File: src/rtl/led_shift_if.sv
// led_shift_if: control inputs and registered LED outputs of the chaser
interface led_shift_if #(
  parameter int LED_W = 4,
  parameter int DIV_W = 28
);
  localparam int POS_W = $clog2(LED_W);
  logic             en;
  logic [1:0]       mode;
  logic [DIV_W-1:0] div;
  logic             load;
  logic [POS_W-1:0] load_val;
  logic [LED_W-1:0] led_out;
  logic [POS_W-1:0] pos;
  logic             step;
  logic             dir;
  modport master (output en, mode, div, load, load_val, input led_out, pos, step, dir);
  modport slave  (input en, mode, div, load, load_val, output led_out, pos, step, dir);
endinterface

File: src/rtl/led_shift_seq.sv
// led_shift_seq: walking one-hot LED chaser with prescaler, rotate/bounce/hold modes and position load
module led_shift_seq #(
  parameter int LED_W = 4,
  parameter int DIV_W = 28
) (
  input logic        clk,
  input logic        rst,
  led_shift_if.slave bus
);
  localparam int POS_W = $clog2(LED_W);
  localparam logic [POS_W-1:0] LAST = POS_W'(LED_W - 1);
  localparam logic [POS_W:0] LED_N = (POS_W + 1)'(LED_W);
  localparam logic [1:0] M_LEFT = 2'b00, M_RIGHT = 2'b01, M_BOUNCE = 2'b10, M_HOLD = 2'b11;
  typedef enum logic {UP = 1'b0, DOWN = 1'b1} dir_t;
  logic [DIV_W-1:0] cnt_q, cnt_d;
  logic [POS_W-1:0] pos_q, pos_d, clamp;
  logic [LED_W-1:0] led_q, led_d;
  logic             step_q, step_d;
  dir_t             dir_q, dir_d, fwd;
  logic             tick, turn, adv;
  always_comb begin
    tick = bus.en && cnt_q >= bus.div;
    clamp = {1'b0, bus.load_val} >= LED_N ? LAST : bus.load_val;
    turn = bus.mode == M_BOUNCE && (dir_q == UP ? pos_q == LAST : pos_q == '0);
    fwd = bus.mode == M_LEFT ? UP : bus.mode == M_RIGHT ? DOWN : turn ? (dir_q == UP ? DOWN : UP) : dir_q;
    // a load swallows any coincident tick
    adv = tick && bus.mode != M_HOLD && !bus.load;
    cnt_d = (bus.load || tick) ? '0 : bus.en ? cnt_q + 1'b1 : cnt_q;
    pos_d = bus.load ? clamp : !adv ? pos_q :
            fwd == UP ? (pos_q == LAST ? '0 : pos_q + 1'b1) : (pos_q == '0 ? LAST : pos_q - 1'b1);
    dir_d = adv ? fwd : dir_q;
    step_d = adv;
    led_d = LED_W'(1) << pos_d;
  end
  always_ff @(posedge clk or posedge rst) begin
    if (rst) begin
      cnt_q  <= '0;
      pos_q  <= '0;
      led_q  <= LED_W'(1);
      step_q <= 1'b0;
      dir_q  <= UP;
    end else begin
      cnt_q  <= cnt_d;
      pos_q  <= pos_d;
      led_q  <= led_d;
      step_q <= step_d;
      dir_q  <= dir_d;
    end
  end
  assign bus.led_out = led_q;
  assign bus.pos     = pos_q;
  assign bus.step    = step_q;
  assign bus.dir     = dir_q;
endmodule
File: src/flat_wrapper.sv
// flat-port wrapper written by rule: the top's interface ports become plain ports
module led_shift_seq_flat 
#(
  parameter int LED_W = 4,
  parameter int DIV_W = 28
)
  (clk, rst, bus_en, bus_mode, bus_div, bus_load, bus_load_val, bus_led_out, bus_pos, bus_step, bus_dir);
  led_shift_if #(.LED_W(LED_W), .DIV_W(DIV_W)) bus_i ();
  input logic clk;
  input logic rst;
  input wire logic [$bits(bus_i.en)-1:0] bus_en;
  input wire logic [$bits(bus_i.mode)-1:0] bus_mode;
  input wire logic [$bits(bus_i.div)-1:0] bus_div;
  input wire logic [$bits(bus_i.load)-1:0] bus_load;
  input wire logic [$bits(bus_i.load_val)-1:0] bus_load_val;
  output wire logic [$bits(bus_i.led_out)-1:0] bus_led_out;
  output wire logic [$bits(bus_i.pos)-1:0] bus_pos;
  output wire logic [$bits(bus_i.step)-1:0] bus_step;
  output wire logic [$bits(bus_i.dir)-1:0] bus_dir;
  assign bus_i.en = bus_en;
  assign bus_i.mode = bus_mode;
  assign bus_i.div = bus_div;
  assign bus_i.load = bus_load;
  assign bus_i.load_val = bus_load_val;
  assign bus_led_out = bus_i.led_out;
  assign bus_pos = bus_i.pos;
  assign bus_step = bus_i.step;
  assign bus_dir = bus_i.dir;
  led_shift_seq #(.LED_W(LED_W), .DIV_W(DIV_W)) u_core (.clk(clk), .rst(rst), .bus(bus_i));
endmodule
File: config.mk
export PLATFORM = sky130hd
export DESIGN_NAME = led_shift_seq_flat
export DESIGN_NICKNAME = d
export VERILOG_FILES = /design/src/rtl/led_shift_if.sv /design/src/rtl/led_shift_seq.sv /design/src/flat_wrapper.sv
export SDC_FILE = /design/constraint.sdc
export NUM_CORES = 1
export LEC_CHECK = 0
export CAP_MARGIN = 20
export CORE_AREA = 4 4 78 80
export DETAILED_ROUTE_END_ITERATION = 6
export DIE_AREA = 0 0 82 84
export PLACE_DENSITY_LB_ADDON = 0.25
export SLEW_MARGIN = 20
export SYNTH_ARGS = -nofsm -noshare
export SYNTH_HDL_FRONTEND = slang
export SYNTH_SLANG_ARGS = --single-unit
File: constraint.sdc
create_clock -name clk -period 2.1 [get_ports clk]
set_input_delay 0.315 -clock clk [delete_from_list [all_inputs] [get_ports clk]]
set_output_delay 0.315 -clock clk [all_outputs]
set_load 0.01 [all_outputs]
==> impl_results.md <==
* Filler cells at between 300 and 400
* YS warnings at 0
* Largest net degree at the start of global routing at 37
* Avg Inst Size Synth at approximately 8.6 um^2
* Starting Density at 0.469
* Actual slew at the worst max-slew pin at 546 ps
* Die Y at roughly 84 um
* Synthesized Nets at 361
* First-pass GRT wire length at between 10,000 and 15,000 um
* Setup crit end: u_core.bus.led_out[2]$_DFF_PP0_
* Slew Limit Headroom at 0.636
* Commonest cells in the netlist: 47 x nor2_1, 37 x inv_1, 35 x dfrtp_1, 31 x ha_1, 21 x nand2_1
* Total CTS buffers at 5
* CP max-delay cell: dfrtp_1
* Hold Buf Count CTS at 0
* FF-to-FF path depth at 10
* Die area at around 6900 um^2
* Final Wtd Congestion at about 0.84
* Sequential area share after synthesis at 0.356
* Worst Path Required at ~2300 ps
* CTS Sinks at 36
* Violated checks: setup timing
* Crit start category: register
* Port bufs at 43
* Routed wl met2 at 3660 um
* Area leader, netlist: dfrtp_1
* Total Routed Length at between 6000 and 7000 um
* CP Depth at 10
* Buf/Inv on CP at 2
* EDFF count, synth at 0
* Min Hold Slack at about 440 ps
* Layout cell share with drive strength beyond 1 at 0.326
* Multi-input combinational cell area at roughly 1800 um^2
* CTS tree: done
* Synth top area share at 0.346
* Netlist cell types at 41
* PwrDens at slightly below 400 nW/um^2
* Synth Area in Simple Gates at 0.213
* Synth Area in Compound Gates at 0.109
* Peak per-stage delay on the critical path at around 420 ps
* Inst Count DP at around 450
* Post-DP HPWL at roughly 4500 um
* RSZ-0062 raised after global routing: yes
* CP arrival at between 2000 and 3000 ps
* Top-count cell post-synth: nor2_1
* Final Instance Count excl. Fillers at between 400 and 500
* Syn Inst Count at 294
* CP endpoint kind: register
* Clock Tree Root: clkbuf_8
* Crit path cell chain: ha_4, nand4_1, buf_4, o211ai_1, nand3_2, a31oi_4, o211ai_2, buf_6, or3_4, a22oi_2
* Lkg Pwr at ~1.8 nW
* Initial DRC count at 102
* CTS clk-pin slew, worst paths at ~80 ps
* IO Count at 44
* Worst skew pair latency at slightly below 300 ps
* Die extent in x at roughly 82 um
* TritonRoute pass-1 iters at 4
* FMAX at approximately 440 MHz
* Worst vdd ir at approximately 0.42 mV
* Routed wire per std cell at ~14 um
* FF-to-FF Start: u_core.cnt_q[15]$_DFFE_PP0P_
* Core Footprint at approximately 5400 um^2
* Max-cap violations at 0
* Vias in the first global route at approximately 2,600
* Initial antenna violation count at 0
* Post-synthesis xor/xnor area fraction at 0.100
* Largest fanout on the critical path at 6
* DRC violations left at 0
* Final hold viol count at 0
* End of the worst register-to-register path: u_core.bus.led_out[2]$_DFF_PP0_
* FF/Latch Area at roughly 900 um^2
* Std-Cell Rows at 27
* Top cells by area, synth: dfrtp_1 35%, ha_1 15%, nor2_1 7.0%
* M1 WL at 2810 um
* Largest family of logic cells by synthesized area: simple AND/OR/NAND/NOR gates
* Top delay family on crit path: simple AND/OR/NAND/NOR gates
* Routed via count at ~2,400
* Final worst slack at -197 ps
* Kind of critical path: reg -> reg
* Post-synthesis cell area at around 2500 um^2
* Clock skew at 10.4 ps
* Top_reg_cell synth: dfrtp_1
* HP Class: in -> async
* Gr usage total at 0.207
* Antenna viol nets, final at 0
* Syn-to-layout area delta at 57.9%
* Outcome: finished, violations left
* DR top layer: met4
* Endpoints failing setup at 35
* # nets final at around 470
* Clk buf depth at 2
* Asr flop ratio synth at 1.00
* Antenna Cells at 0
* Final worst-path cycle share at 1.09
* Synth Register Bits at 36
* Mux contribution to synthesized area at 0.00395
* Slew Limit Fails at 0
* Met3 wire length at between 200 and 250 um
* CTS H-tree depth at 2
* Grt total ovfl at 0
* Critical Path Source: u_core.cnt_q[15]$_DFFE_PP0P_
* Reg2reg setup slack at -200 ps
* Synth Area in Adders at 0.153
* Fin crit period at 2300 ps
* Via density at between 5 and 6
==> cell families (layout without fill, tap and decap cells) <==
family	count (synthesis)	count (layout)
flops	36	36
xor+xnor	29	29
buf+inv	42	150
fa+ha+maj	31	31
simple gates	112	112
compound gates	43	43
mux	1	1
==> registers in the layout (all words and copies together), names as in the netlist <==
register            count
u_core.bus.dir          1
u_core.cnt_q           28
u_core.bus.step         1
u_core.bus.pos          2
u_core.bus.led_out      4
==> metrics by stage <==
step | utilization | setup TNS [ps] | instance area (um^2) | setup WS (ps) | total power, mW
after detailed placement | 0.627 | -20940 | 3390 | -737 | 0.996
final | 0.740 | -2930 | 4000 | -197 | 1.57
after global placement | 0.627 | -22260 | 3390 | -752 | 0.990
after global routing | 0.740 | -6350 | 4000 | -312 | 1.65
after floorplan | - | 0 | 2540 | 18.3 | 0.860
after CTS | 0.698 | -1140 | 3770 | -161 | 1.55
==> report_power, final <==
| part | switching (mW) | internal [mW] | total, mW |
|---|---|---|---|
| clock network | 0.242 | 0.299 | 0.541 |
| registers | 0.00845 | 0.709 | 0.717 |
| logic | 0.154 | 0.154 | 0.309 |
| total | 0.404 | 1.16 | 1.57 |
==> worst reg2reg max path, stage by stage (launching register included) <==
cell and delay [ps]:
dfrtp_1 420, ha_4 290, nand4_1 150, buf_4 170, o211ai_1 120, nand3_2 150
a31oi_4 210, o211ai_2 120, buf_6 150, or3_4 330, a22oi_2 110
==> per-layer routing <==
metal | vias to the layer above | global-route usage
met2 | 56 | 0.378
met4 | 0 | 0.0650
met1 | 1165 | 0.235
li1 | 1205 | -
met5 | - | 0
met3 | 16 | 0.0378
==> repair_timing <==
action                                  in CTS  in global routing
pin swaps                                   18                 19
gates resized for setup                     65                 26
gates cloned                                 0                  1
buffers inserted                            13                  5
endpoints found under the setup margin      35                 36
==> how the worst min path moves through the flow <==
stage / from / endpoint / slack [ps] / cells past startpoint
global route: rst / u_core.cnt_q[25]$_DFFE_PP0P_ / 480 / 3
floorplan: bus_load_val[0] / u_core.bus.led_out[0]$_DFF_PP1_ / 370 / 1
CTS: rst / u_core.cnt_q[18]$_DFFE_PP0P_ / 450 / 3
finish: rst / u_core.cnt_q[18]$_DFFE_PP0P_ / 440 / 3
detailed placement: u_core.bus.dir$_DFFE_PP0N_ / u_core.bus.dir$_DFFE_PP0N_ / 620 / 2
global placement: u_core.cnt_q[27]$_DFFE_PP0P_ / u_core.cnt_q[27]$_DFFE_PP0P_ / 620 / 3
==> cells in the final DEF (no fill, tap or decap), types with 6 or more instances in the layout <==
cell type / count
dlygate4sd2_1: 21
inv_2: 8
nand2_1: 19
dfrtp_1: 34
ha_1: 16
a21oi_1: 12
clkbuf_8: 7
clkdlybuf4s50_1: 22
nor2_1: 45
xor2_1: 10
ha_4: 15
nand3_1: 10
inv_1: 29
xnor2_1: 17
buf_4: 55
nand4_1: 6
==> cell type report <==
cell class / count / area share
clock buffers: 8 / 0.0250
inverters: 37 / 0.0347
multi-input cells: 216 / 0.462
flip-flops and latches: 36 / 0.226
well taps: 72 / 0.0225
repair buffers: 105 / 0.230
(Power assumes the default switching activity.)
